File: src/rtl/shift_pkg.sv
// rtl/shift_pkg.sv - shift mode encoding shared by the shifter pipeline and its stages
package shift_pkg;

  typedef enum logic [1:0] {
    SHIFT_SLL = 2'b00,
    SHIFT_SRL = 2'b01,
    SHIFT_SRA = 2'b10,
    SHIFT_ROL = 2'b11
  } shift_op_t;

endpackage

File: src/rtl/shift_stage.sv
// rtl/shift_stage.sv - one conditional shift-by-STAGE_SHIFT step with carry update
module shift_stage
  import shift_pkg::*;
#(
  parameter int WIDTH       = 16,
  parameter int STAGE_SHIFT = 1
) (
  input  logic [WIDTH-1:0] data_i,
  input  logic [1:0]       op_i,
  input  logic             carry_i,
  input  logic             shift_en_i,
  output logic [WIDTH-1:0] data_o,
  output logic             carry_o
);

  shift_op_t op;
  assign op = shift_op_t'(op_i);

  // Rotates leave the carry alone; the top derives it from the final result.
  always_comb begin
    data_o  = data_i;
    carry_o = carry_i;
    if (shift_en_i) begin
      case (op)
        SHIFT_SLL: begin
          data_o  = data_i << STAGE_SHIFT;
          carry_o = data_i[WIDTH-STAGE_SHIFT];
        end
        SHIFT_SRL: begin
          data_o  = data_i >> STAGE_SHIFT;
          carry_o = data_i[STAGE_SHIFT-1];
        end
        SHIFT_SRA: begin
          data_o  = $signed(data_i) >>> STAGE_SHIFT;
          carry_o = data_i[STAGE_SHIFT-1];
        end
        SHIFT_ROL: begin
          data_o  = (data_i << STAGE_SHIFT) | (data_i >> (WIDTH-STAGE_SHIFT));
        end
        default: begin
          data_o  = data_i;
        end
      endcase
    end
  end

endmodule

File: src/rtl/shift_pipe.sv
// rtl/shift_pipe.sv - pipelined barrel shifter, one registered stage per shamt bit
module shift_pipe
  import shift_pkg::*;
#(
  parameter int WIDTH = 16,
  parameter int LOG2W = $clog2(WIDTH)
) (
  input  logic             clk,
  input  logic             reset,
  input  logic             in_valid,
  output logic             in_ready,
  input  logic [WIDTH-1:0] in_data,
  input  logic [LOG2W-1:0] in_shamt,
  input  logic [1:0]       in_op,
  output logic             out_valid,
  input  logic             out_ready,
  output logic [WIDTH-1:0] out_data,
  output logic             out_carry
);

  localparam int LAST = LOG2W - 1;

  typedef struct packed {
    logic [WIDTH-1:0] data;
    logic [LOG2W-1:0] shamt;
    logic [1:0]       op;
    logic             carry;
  } stage_t;

  stage_t           stage_in [LOG2W];
  stage_t           stage_d  [LOG2W];
  stage_t           stage_q  [LOG2W];
  logic [LOG2W-1:0] valid_d;
  logic [LOG2W-1:0] valid_q;
  logic             stall;

  // Global stall: a blocked output freezes every stage, bubbles included.
  assign stall    = valid_q[LAST] && !out_ready;
  assign in_ready = !stall;

  for (genvar k = 0; k < LOG2W; k++) begin : g_stage
    logic [WIDTH-1:0] data_nx;
    logic             carry_nx;

    if (k == 0) begin : g_head
      assign stage_in[k] = '{data: in_data, shamt: in_shamt, op: in_op, carry: 1'b0};
      assign valid_d[k]  = in_valid;
    end else begin : g_body
      assign stage_in[k] = stage_q[k-1];
      assign valid_d[k]  = valid_q[k-1];
    end

    shift_stage #(
      .WIDTH       (WIDTH),
      .STAGE_SHIFT (1 << k)
    ) u_stage (
      .data_i     (stage_in[k].data),
      .op_i       (stage_in[k].op),
      .carry_i    (stage_in[k].carry),
      .shift_en_i (stage_in[k].shamt[k]),
      .data_o     (data_nx),
      .carry_o    (carry_nx)
    );

    assign stage_d[k] = '{data: data_nx, shamt: stage_in[k].shamt,
                          op: stage_in[k].op, carry: carry_nx};
  end

  always_ff @(posedge clk or posedge reset) begin
    if (reset) begin
      for (int k = 0; k < LOG2W; k++) begin
        stage_q[k] <= '0;
      end
      valid_q <= '0;
    end else if (!stall) begin
      for (int k = 0; k < LOG2W; k++) begin
        stage_q[k] <= stage_d[k];
      end
      valid_q <= valid_d;
    end
  end

  assign out_valid = valid_q[LAST];
  assign out_data  = stage_q[LAST].data;
  // A rotate's carry is the bit that wrapped into the LSB, or 0 when nothing moved.
  assign out_carry = (shift_op_t'(stage_q[LAST].op) == SHIFT_ROL)
                   ? ((|stage_q[LAST].shamt) & stage_q[LAST].data[0])
                   : stage_q[LAST].carry;

endmodule

File: config.mk
export PLATFORM = sky130hd
export DESIGN_NAME = shift_pipe
export DESIGN_NICKNAME = d
export VERILOG_FILES = /design/src/rtl/shift_pkg.sv /design/src/rtl/shift_stage.sv /design/src/rtl/shift_pipe.sv
export SDC_FILE = /design/constraint.sdc
export NUM_CORES = 1
export LEC_CHECK = 0
export ABC_AREA = 0
export BUFFER_PORTS_ARGS = -buffer_cell sky130_fd_sc_hd__buf_2
export CAP_MARGIN = 25
export CELL_PAD_IN_SITES_DETAIL_PLACEMENT = 2
export CELL_PAD_IN_SITES_GLOBAL_PLACEMENT = 2
export CORE_MARGIN = 4
export CORE_UTILIZATION = 34
export DETAILED_ROUTE_END_ITERATION = 16
export PLACE_DENSITY_LB_ADDON = 0.1
export REMOVE_ABC_BUFFERS = 1
export SLEW_MARGIN = 20
export SYNTH_ARGS = -nofsm -noshare
export SYNTH_HDL_FRONTEND = slang
export SYNTH_SLANG_ARGS = --single-unit
File: constraint.sdc
create_clock -name clk -period 2.7 [get_ports clk]
set_input_delay 0.135 -clock clk [delete_from_list [all_inputs] [get_ports clk]]
set_output_delay 0.135 -clock clk [all_outputs]
set_load 0.1 [all_outputs]
== Yosys cells after proc, flatten, opt, wreduce, memory -nomap -nowiden ==
Cells that the tools add are included.

* Bitwise logic cells: 5
* Reduce and logical (&&, ||, !) cells: 12
* Eq/ne operators: 13
* Mux-type cells: 17

{| class="wikitable"
|+ Operator list
! cell !! count
|-
| one-hot mux 16 bit (4 select lines) || 4
|-
| two-way mux 16 bit || 4
|-
| equality test 2 bit (second input constant) || 9
|-
| OR 16 x 1 -> 16 bit || 1
|-
| OR 16 x 2 -> 16 bit || 1
|-
| OR 16 x 4 -> 16 bit || 1
|-
| OR 16 x 8 -> 16 bit || 1
|-
| equality test 2 x 1 -> 1 bit (second input constant) || 4
|-
| zero test 2 bit || 4
|-
| one-hot mux 1 bit (2 select lines) || 4
|-
| OR reduction 2 bit || 4
|-
| two-way mux 1 bit || 5
|-
| OR reduction 4 bit || 1
|-
| zero test 1 bit || 2
|-
| bitwise AND 1 bit || 1
|-
| logical AND 1 bit || 1
|}

* Output and inout port bits: 19
* Input port bits: 26
* Register bits after elaboration: 96
* Word-level logic and storage cells: 64

== Depth between registers and ports, before layout ==
Gate-level depths: netlist (run 1).

* Depth in word-level cells: 4
* Mapped depth: 7
* Gate-level depth less buffers: 5

== Modules after synthesis ==
Synthesis (run 1) repeated with hierarchy kept, for this count alone.

* Cell total of the unflattened synthesis: 435
* Area, all modules: 5590.4 um^2

{| class="wikitable"
|+ Modules (own cells, without submodules)
! module !! area an instance (um^2) !! seq. area each (um^2) !! times used !! cells each
|-
| shift_pipe || 3946.3 || 2402.3 || 1 || 227
|-
| shift_stage at g_stage[0].u_stage || 459.2 || 0.0 || 1 || 55
|-
| shift_stage at g_stage[1].u_stage || 440.4 || 0.0 || 1 || 59
|-
| shift_stage at g_stage[2].u_stage || 425.4 || 0.0 || 1 || 51
|-
| shift_stage at g_stage[3].u_stage || 319.1 || 0.0 || 1 || 43
|}

== Worst setup path after synthesis (run 1) ==
No wires, ideal clock.

* Path kind: register to output
* Start point: register stage_q, in the netlist out_data[0]
* End point: output port out_carry
* Arrival time: 2.527 ns
* Buffers on the path: 0
* Stages on the path, launching flop included: 3
* Required time: 2.565 ns
* Slack: 0.038 ns
* Cell sequence: dfrtp_1 > o41ai_1 > o21ai_0

* Word-level cells in the longest chain between the ends: 2

{| class="wikitable"
|+ RTL lines
! item !! RTL line !! RTL
|-
| from (decl) || shift_pipe.sv:32 || <nowiki>stage_t stage_q [LOG2W];</nowiki>
|-
| from (signal, indexed assignment) || shift_pipe.sv:77 || <nowiki>stage_q[k] <= stage_d[k];</nowiki>
|-
| bitwise AND 1 bit || shift_pipe.sv:87 || <nowiki>? ((|stage_q[LAST].shamt) & stage_q[LAST].data[0])</nowiki>
|-
| two-way mux 1 bit || shift_pipe.sv:87 ||
|-
| to (decl) || shift_pipe.sv:18 || <nowiki>output logic out_carry</nowiki>
|}

Every way passes these cells.

== Worst setup path in the final report (run 1) ==
* Start point: register valid_q[3]
* End point: output port in_ready

* Word-level cells in the longest chain between the ends: 2

{| class="wikitable"
|+ RTL lines
! item !! RTL line !! RTL
|-
| from (decl) || shift_pipe.sv:34 || <nowiki>logic [LOG2W-1:0] valid_q;</nowiki>
|-
| from (signal assigned) || shift_pipe.sv:79 || <nowiki>valid_q <= valid_d;</nowiki>
|-
| logical AND 1 bit || shift_pipe.sv:38 || <nowiki>assign stall = valid_q[LAST] && !out_ready;</nowiki>
|-
| zero test 1 bit || n/a ||
|-
| to (decl) || shift_pipe.sv:11 || <nowiki>output logic in_ready,</nowiki>
|}

Every way passes these cells.

==> results of run 1 <==
## layout make-up
class | count | area (um^2)
fill | 1784 | 9810
multi-input combinational | 421 | 2610
sequential | 96 | 2400
timing repair buffer | 58 | 375
tap | 216 | 270
clock buffer | 13 | 260
inverter | 15 | 61.3
clock inverter | 3 | 40.0
## synthesized netlist by cell type, types with 6 or more instances
cell type / number
buf_4: 22
buf_2: 22
dfrtp_1: 96
a32oi_1: 7
nor3_1: 47
nor2_1: 36
a311oi_2: 20
ha_1: 24
a211oi_2: 6
a311oi_1: 14
nor2b_1: 8
a211oi_1: 7
nor2_2: 21
inv_1: 14
o21ai_0: 27
a22oi_1: 6
nand2_1: 143
mux2i_1: 7
a21oi_1: 13
## routing by layer
layer  track usage  share of wire  vias to the layer above
met4        0.0617          0.017                        0
met3        0.0220          0.022                       11
met1         0.216           0.45                     2192
met2         0.314           0.51                       50
li1              -              -                     2048
met5             0              0                        -
## through the flow
step | total power [mW] | setup slack, ns
finish | 7.99 | 0.818
global route | 8.59 | 0.747
CTS | 8.13 | 0.784
detailed placement | 6.77 | 0.918
floorplan | 5.61 | -1.09
global placement | 6.61 | 0.978
## how the worst min path moves through the flow
stage	start	to	cells past startpoint
finish	in_data[5]	stage_in[57]$_DFFE_PP0N_	3
global route	in_data[1]	stage_in[55]$_DFFE_PP0N_	3
CTS	in_data[5]	stage_in[57]$_DFFE_PP0N_	3
detailed placement	reset	stage_d[26]$_DFFE_PP0N_	2
global placement	reset	stage_d[26]$_DFFE_PP0N_	2
floorplan	in_shamt[2]	stage_d[51]$_DFFE_PP0N_	2
## critical path, delay by kind of cell, from the launching register on
family / cells / cell delay, ns
DFF: 1 / 0.38
buffers and inverters: 2 / 0.85
and+or+nand+nor: 1 / 0.15
## flip-flops by register name, indices dropped and copies added, names as in the netlist
name / count
stage_in: 51
stage_d: 18
out_data: 16
stage_q: 7
valid_q: 4
## logic make-up after synthesis
group | synth area share
AND/OR/NAND/NOR | 0.224
multiplexers | 0.0128
adder cells (fa/ha/maj) | 0.0549
AO/OA/AOI/OAI | 0.185
flip-flops | 0.439
buffers and inverters | 0.0835
## what timing repair did
| action | 4_1_cts | 5_1_grt |
|---|---|---|
| endpoints found under the hold margin | 53 | 0 |
| hold buffers | 5 | 0 |
| gates resized for setup | 0 | 0 |
## power groups by stage
stage / clock [mW] / sequential [mW] / combinational, mW
6_report: 1.32 / 2.74 / 3.92
5_1_grt: 1.42 / 2.85 / 4.31
4_1_cts: 1.37 / 2.76 / 4.00
3_5_place_dp: 0 / 2.79 / 3.98
3_3_place_gp: 0 / 2.76 / 3.85
2_1_floorplan: 0 / 3.51 / 2.10
==> metrics.csv, run 1 <==
metric;value;unit
crit_path_start;valid_q[3]$_DFFE_PP0N_;
layout_commonest_cell;nand2_1;
num_vias;4301;
grt_use_total;0.175;
routabilityCongestion;0.764;
fin_crit;1.88;ns
worst_clock_skew;0.00618;ns
firstDrtPassIters;4;
max-cap-violations;0;
initial_core_util;0.346;
setup_viol;0;
dp_cells;801;
worst_pin_slew;0.717;ns
cts_setup_buffers;0;
critical_path_arrival;1.75;ns
fmax;0.531;GHz
reg2reg_depth;4;
ios;45;
holdWs;0.0696;ns
syn-instance-count;589;
ys.flop_type;dfrtp_1;
cp_cell_sequence;nor2b_4 > inv_4 > buf_2;
p_leak;2.60;nW
area_delta_synth_final;10.1;%
p_clk_frac;0.165;
die_area;0.0182;mm^2
drive_gt1_frac;0.211;
viasPerCell;5.23;
synth_area;0.00547;mm^2
end_kind;output port;
synth_top_area_frac;0.439;
grt_pass1_wl;25.6;mm
async_flop_share;1.00;
period_share;0.697;
hpwl;10.6;mm
grt_overflow;0;
grt_pass1_vias;4835;
startpoint_type;register;
powerDensity;1330;mW/mm^2
synth_seq_cells;96;
setup-tns-final;0;ns
sw_frac_of_total;0.491;
outcome;complete, no violations;
antenna_found_initial;0;
rows;46;
root_buffer;clkbuf_16;
r2r_slack;0.89;ns
p_seq_frac;0.343;
wl_per_cell;18.0;um
cts_sinks;96;
final_cell_count_no_fill;822;
detail-route-antenna-nets;0;
p_switching;3.92;mW
yosysTopAreaCell;dfrtp_1;
synth-edff-count;0;
postPlaceCellArea;0.00567;mm^2
wirelength;14.8;mm
layout_common_cells;nand2_1 (143), dfrtp_1 (96), nor3_1 (47), buf_2 (44), nor2_1 (36);
yosysWarnings;0;
core_area;0.0158;mm^2
crit_path_end;in_ready;
design_area;0.00602;mm^2
grt_max_degree;98;
cpPeakStageDelay;0.52;ns
cp.required;2.57;ns
worst-setup-path-type;register to output port;
cts_buffers;9;
diodes;0;
insertion_delay;0.35;ns
rr_startpoint;valid_q[3]$_DFFE_PP0N_;
p_int;4.06;mW
port_buffers;44;
die_h;135;um
dr.first_iter.drc_count;228;
yosysUniqueCellTypes;44;
ys_seq_area_frac;0.439;
cts.path.max_buffers;2;
maxSlewHeadroom;0.521;
hold_path.class;input port to register;
r2r-end;stage_in[62]$_DFFE_PP0N_;
die_x;135;um
drc;0;
drv_slew;0;
fin_nets;651;
htree_levels;3;
rsz0062_at_grt;false;
synth_area_leaders;dfrtp_1 (44%), nand2_1 (9.8%), a311oi_2 (5.5%);
utilization;0.380;
finalHoldViolCount;0;
peakVddDrop;0.522;mV
avgSynthCellArea;9.29;um^2
cts_tree;built;
crit_fanout;31;
clk_pin_slew;0.07;ns
slowest_stage;buf_2;
combPwrFrac;0.491;
(Power assumes the default switching activity.)
==> run 2: changes to the inputs <==
- clock period: 2.7 -> 1.5 ns (I/O delays scaled with it)
==> run 2 against run 1 <==
Compared with the run above:
- the run now ends with setup timing left
- final cell count grew 6.0%
- core utilization grew 4.5 points
- design area grew 12%
- sequential share of layout area shrank 4.2 points
- critical path type is now register to register
- global-route usage grew 1.0 points
- total power grew 97%
- largest cell class unchanged
- flip-flop and latch count is the same
==> metrics.csv, run 2 (same netlist as run 1, synthesis figures left out) <==
metric;value;unit;change
outcome;finished, violations left;;
violations;setup timing;;
worst_pin_slew;0.492;ns;-0.226 ns
area_delta_synth_final;23.2;%;
grt_pass1_wl;27.0;mm;+5.4%
cts.path.max_buffers;2;;unchanged
antenna_found_initial;0;;unchanged
firstDrtPassIters;4;;unchanged
drc;0;;unchanged
die_h;135;um;unchanged
cp.required;1.73;ns;-0.84 ns
setup_viol;5;;+5
layout_commonest_cell;nand2_1;;
htree_levels;3;;unchanged
grt_use_total;0.185;;+0.0101
period_share;1.03;;
power;15.7;mW;+97%
num_vias;4494;;+4.5%
drv_slew;0;;unchanged
worst_clock_skew;0.00519;ns;-0.000985 ns
globalRouteMet2Util;0.339;;+0.0250
worst-setup-path-type;register to register;;
met1_usage;0.223;;+0.00773
cts_tree;built;;
critical_path_arrival;1.78;ns;+0.03 ns
seq_area;0.00240;mm^2;+0.10%
grt_max_degree;35;;-64%
peakVddDrop;0.970;mV;+86%
p_leak;2.89;nW;+11%
busiest_layer;met2;;
largest_reg_flops;51;;unchanged
wl_per_cell;18.9;um;+5.3%
powerDensity;2340;mW/mm^2;+76%
clk_pin_slew;0.06;ns;about the same
drive_gt1_frac;0.331;;+0.120
fmax;0.648;GHz;
met3_usage;0.0235;;+0.00149
crit_fanout;8;;-74%
layout_common_cells;nand2_1 (143), dfrtp_1 (94), nor3_1 (47), buf_2 (42), buf_4 (42);;
maxSlewHeadroom;0.675;;+0.153
insertion_delay;0.36;ns;about the same
grt_overflow;0;;unchanged
die_x;135;um;unchanged
rsz0062_at_grt;true;;
detail-route-antenna-nets;0;;unchanged
hpwl;11.9;mm;+12%
multiInputGateArea;0.00287;mm^2;+10%
port_buffers;44;;unchanged
startpoint_type;register;;
rows;46;;unchanged
nFillCells;1709;;-4.2%
fin_nets;704;;+8.1%
wirelength;16.5;mm;+12%
dr.first_iter.drc_count;156;;-32%
diodes;0;;unchanged
die_area;0.0182;mm^2;unchanged
cts_buffers;9;;unchanged
root_buffer;clkbuf_16;;
layout_setup_ws;-0.0442;ns;-0.862 ns
ios;45;;unchanged
fin_crit;1.54;ns;
viasPerCell;5.16;;-1.4%
end_kind;register;;
grt_pass1_vias;5100;;+5.5%
utilization;0.426;;+0.0455
max-cap-violations;0;;unchanged
cts_sinks;96;;unchanged
initial_core_util;0.346;;unchanged
hold_path.class;input port to register;;
core_area;0.0158;mm^2;unchanged
routabilityCongestion;0.807;;+5.6%
finalHoldViolCount;0;;unchanged
[run 2: cell types whose count changed in the layout (fill, tap and decap cells not counted), moves of 5 or more]
cell | before | now
a311oi_1 | 14 | 6
a311oi_2 | 20 | 27
buf_4 | 6 | 42
buf_6 | 0 | 8
ha_1 | 24 | 15
ha_4 | 0 | 5
inv_1 | 13 | 7
inv_2 | 0 | 5
o21ai_0 | 27 | 21
o21ai_1 | 0 | 6
or2_4 | 0 | 5
[run 2: repair_timing]
action	CTS	global route
setup buffers	6	7
resized for setup	37	43
gates cloned	2	3
hold endpoints to repair	34	0
setup endpoints to repair	45	62
hold buffers	7	0
pin swaps	9	8
[run 2: path summary, 6_finish.rpt]
| check | from | to | slack, ns | cells past startpoint |
|---|---|---|---|---|
| max in group asynchronous | reset | stage_d[1]$_DFFE_PP0N_ | 0.63 | 4 |
| min | in_data[8] | stage_in[60]$_DFFE_PP0N_ | 0.01 | 3 |
| max reg2reg | stage_d[2]$_DFFE_PP0N_ | out_data[1]$_DFFE_PP0N_ | -0.04 | 4 |
| max | stage_d[2]$_DFFE_PP0N_ | out_data[1]$_DFFE_PP0N_ | -0.04 | 4 |
| min reg2reg | valid_q[2]$_DFFE_PP0N_ | valid_q[2]$_DFFE_PP0N_ | 0.47 | 2 |
| min in group asynchronous | reset | stage_d[48]$_DFFE_PP0N_ | 0.27 | 3 |
[run 2: area by class of cell]
class,count,share of cell area
inverter,15,0.0102
tap,216,0.0401
clock buffer,10,0.0355
clock inverter,2,0.00149
multi-input combinational,424,0.426
sequential,96,0.357
timing repair buffer,108,0.130
[run 2: critical path: stages, from the launching register on]
cell     delay (ns)
dfrtp_2        0.46
ha_4           0.18
or3_4          0.45
a32oi_1        0.25
a21oi_1        0.09
[run 2: metal layers]
metal	vias up	routed length, um
li1	2159	-
met1	2264	7080
met2	53	8770
met3	18	331
met4	0	286
met5	-	0
[run 2: report_power, final]
group / internal [mW] / switching (mW) / leakage, nW
Clock: 1.13 / 0.973 / 0.126
Sequential: 3.77 / 1.26 / 1.13
Combinational: 3.23 / 5.39 / 1.64
Total: 8.12 / 7.63 / 2.89
[run 2: metrics by stage]
step | hold WS (ns) | worst slack [ns] | cell area [um^2] | TNS (ns) | cells
floorplan | 0.187 | -2.29 | 5070 | -285.53 | 532
global placement | 0.100 | -0.0873 | 5940 | -0.654 | 835
detailed placement | 0.106 | -0.194 | 5940 | -2.40 | 835
CTS | 0.00476 | -0.0470 | 6490 | -0.148 | 862
global route | 0.0192 | -0.110 | 6740 | -0.970 | 871
finish | 0.0116 | -0.0442 | 6740 | -0.123 | 871
==> run 3: changes to the inputs <==
--- a/config.mk
+++ b/config.mk
@@ -9,10 +9,9 @@
 export BUFFER_PORTS_ARGS = -buffer_cell sky130_fd_sc_hd__buf_2
 export CAP_MARGIN = 25
-export CELL_PAD_IN_SITES_DETAIL_PLACEMENT = 2
-export CELL_PAD_IN_SITES_GLOBAL_PLACEMENT = 2
 export CORE_MARGIN = 4
-export CORE_UTILIZATION = 34
+export CORE_UTILIZATION = 54
 export DETAILED_ROUTE_END_ITERATION = 16
-export PLACE_DENSITY_LB_ADDON = 0.1
+export GPL_TIMING_DRIVEN = 0
+export PLACE_DENSITY = 0.76
 export REMOVE_ABC_BUFFERS = 1
 export SLEW_MARGIN = 20
==> constraint.sdc (replaced) <==
create_clock -name clk -period 1.5 [get_ports clk]
set_input_delay 0.075 -clock clk [delete_from_list [all_inputs] [get_ports clk]]
set_output_delay 0.075 -clock clk [all_outputs]
set_load 0.005 [all_outputs]
==> run 3 against run 2 <==
Compared with the run above:
- the flow still finishes with violations (setup timing)
- sequential share of layout area rose by 1.4 points
- global-route usage up 4.7 points
- flip-flop and latch count stayed put
- worst hold slack improved by 0.068 ns
- critical path depth unchanged
- final cell count shrank 11%
- fmax rose by 1.0%
- total power fell by 18%
- first-iteration DRC count rose by 94%
- register-to-register slack improved by 0.02 ns
- clock power down 19%
- combinational power down 29%
- critical path type unchanged
- critical endpoint is now out_data[4]$_DFFE_PP0N_
==> metrics.csv, run 3 (same netlist as run 1, synthesis figures left out) <==
metric;value;unit;change
insertion_delay;0.37;ns;about the same
antenna_found_initial;0;;unchanged
layout_commonest_cell;nand2_1;;
worst_clock_skew;0.00737;ns;+0.00217 ns
rsz0062_at_grt;true;;
drc;0;;unchanged
diodes;0;;unchanged
hpwl;7.62;mm;-36%
outcome;finished, violations left;;
grt_pass1_vias;4421;;-13%
maxSlewHeadroom;0.689;;+0.0142
reg2reg_depth;4;;unchanged
max-cap-violations;0;;unchanged
die_area;0.0118;mm^2;-35%
grt_overflow;0;;unchanged
ios;45;;unchanged
worst_pin_slew;0.466;ns;-0.0251 ns
clk_pin_slew;0.09;ns;+0.03 ns
detail-route-antenna-nets;0;;unchanged
die_x;109;um;-19%
dp_cells;712;;-15%
drive_gt1_frac;0.288;;-0.0429
peakVddDrop;0.785;mV;-19%
die_h;109;um;-19%
startpoint_type;register;;
area_delta_synth_final;18.6;%;
min_delay_path_depth;3;;unchanged
cts_sinks;96;;unchanged
firstDrtPassIters;5;;+1
grt_use_total;0.232;;+0.0467
drv_slew;0;;unchanged
min_from;in_op[1];;
port_buffers;44;;unchanged
critical_path_arrival;1.78;ns;about the same
r2r_slack;-0.03;ns;+0.02 ns
cts_buffers;9;;unchanged
grt_max_degree;56;;+60%
cts.path.max_buffers;2;;unchanged
num_vias;4535;;+0.91%
fin_nets;691;;-1.8%
fin_crit;1.53;ns;-0.0157 ns
root_buffer;clkbuf_8;;
rows;36;;-22%
cp.required;1.75;ns;+0.02 ns
p_leak;2.79;nW;-3.5%
grt_pass1_wl;21.6;mm;-20%
min_to;stage_d[48]$_DFFE_PP0N_;;
routabilityCongestion;0.819;;+1.4%
end_kind;register;;
crit_fanout;8;;unchanged
powerDensity;1980;mW/mm^2;-15%
nFillCells;793;;-54%
final_cell_count_no_fill;778;;-11%
place_ws;-1.00;ns;-0.805 ns
holdWs;0.0797;ns;+0.0680 ns
htree_levels;3;;unchanged
violations;setup timing;;
layout_setup_ws;-0.0285;ns;+0.0157 ns
largest_reg_flops;51;;unchanged
wirelength;13.6;mm;-17%
initial_core_util;0.557;;+0.211
fmax;0.654;GHz;+1.0%
viasPerCell;5.83;;+13%
power;12.8;mW;-18%
finalHoldViolCount;0;;unchanged
rr_startpoint;stage_d[2]$_DFFE_PP0N_;;
dr.first_iter.drc_count;303;;+94%
period_share;1.02;;-0.0105
setup_viol;7;;+2
wl_per_cell;17.5;um;-7.4%
layout_common_cells;nand2_1 (143), dfrtp_1 (91), nor3_1 (44), buf_2 (44), nor2_1 (36);;
hold_path.class;input port to register;;
cts_tree;built;;
utilization;0.661;;+0.235
r2r-end;out_data[4]$_DFFE_PP0N_;;
core_area;0.00982;mm^2;-38%
worst-setup-path-type;register to register;;
[run 3: cell count changes in the layout (fill, tap and decap cells not counted), sizes merged]
cell / previous run / this run
clkinvlp: 0 / 3
dlygate4sd3: 7 / 21
bufinv: 0 / 1
bufbuf: 1 / 2
nor2b: 9 / 10
inv: 15 / 16
or2: 6 / 7
buf: 100 / 68
[run 3: per-stage QoR]
step	setup TNS, ns	cell area [um^2]
after detailed placement	-54.03	5540
after floorplan	-203.54	5070
after global routing	-0.689	6490
final	-0.130	6490
after global placement	-376.33	5460
after CTS	-0.153	6320
[run 3: report_power, final]
part | internal [mW] | switching, mW | total [mW]
clock network | 0.804 | 0.900 | 1.70
registers | 3.77 | 1.27 | 5.03
logic | 2.89 | 3.21 | 6.11
total | 7.46 | 5.38 | 12.8
[run 3: worst max-delay path, stage by stage (launching register included)]
cell,delay [ns]
dfrtp_2,0.46
ha_2,0.19
or3_4,0.45
a32oi_1,0.23
a21oi_1,0.09
[run 3: final cells by class]
| cell class | count | area, um^2 | area share |
|---|---|---|---|
| well taps | 133 | 166 | 0.0257 |
| repair buffers | 91 | 777 | 0.120 |
| clock inverters | 5 | 57.6 | 0.00887 |
| inverters | 15 | 87.6 | 0.0135 |
| clock buffers | 10 | 138 | 0.0212 |
| multi-input cells | 426 | 2820 | 0.435 |
| repair inverters | 2 | 31.3 | 0.00482 |
| flip-flops and latches | 96 | 2410 | 0.371 |
[run 3: layer usage]
layer  track usage  wire, um  up-vias  part of all wire
li1              -         -     2132                 -
met4        0.0784       301        0             0.022
met3        0.0515       782       36             0.057
met1         0.279      5500     2188              0.40
met5             0         0        -                 0
met2         0.409      7040      179              0.52
[run 3: how the worst max path moves through the flow]
| stage | cells after the start | slack (ns) | endpoint | from |
|---|---|---|---|---|
| after CTS | 5 | -0.04 | out_data[0]$_DFFE_PP0N_ | stage_d[1]$_DFFE_PP0N_ |
| after detailed placement | 4 | -1.0 | stage_in[12]$_DFFE_PP0N_ | valid_q[3]$_DFFE_PP0N_ |
| after floorplan | 4 | -1.44 | stage_in[11]$_DFFE_PP0N_ | valid_q[3]$_DFFE_PP0N_ |
| final | 4 | -0.03 | out_data[4]$_DFFE_PP0N_ | stage_d[2]$_DFFE_PP0N_ |
| after global routing | 4 | -0.08 | out_data[0]$_DFFE_PP0N_ | stage_d[2]$_DFFE_PP0N_ |
| after global placement | 4 | -2.29 | stage_in[14]$_DFFE_PP0N_ | valid_q[3]$_DFFE_PP0N_ |
[run 3: what timing repair did]
item                       in CTS  in global routing
cloned                          5                  4
setup buffers                  18                  4
setup endpoints to repair      92                 64
gates resized for setup        32                 33
hold buffers                   21                  0
pin swaps                      17                  8
hold endpoints to repair       60                  0
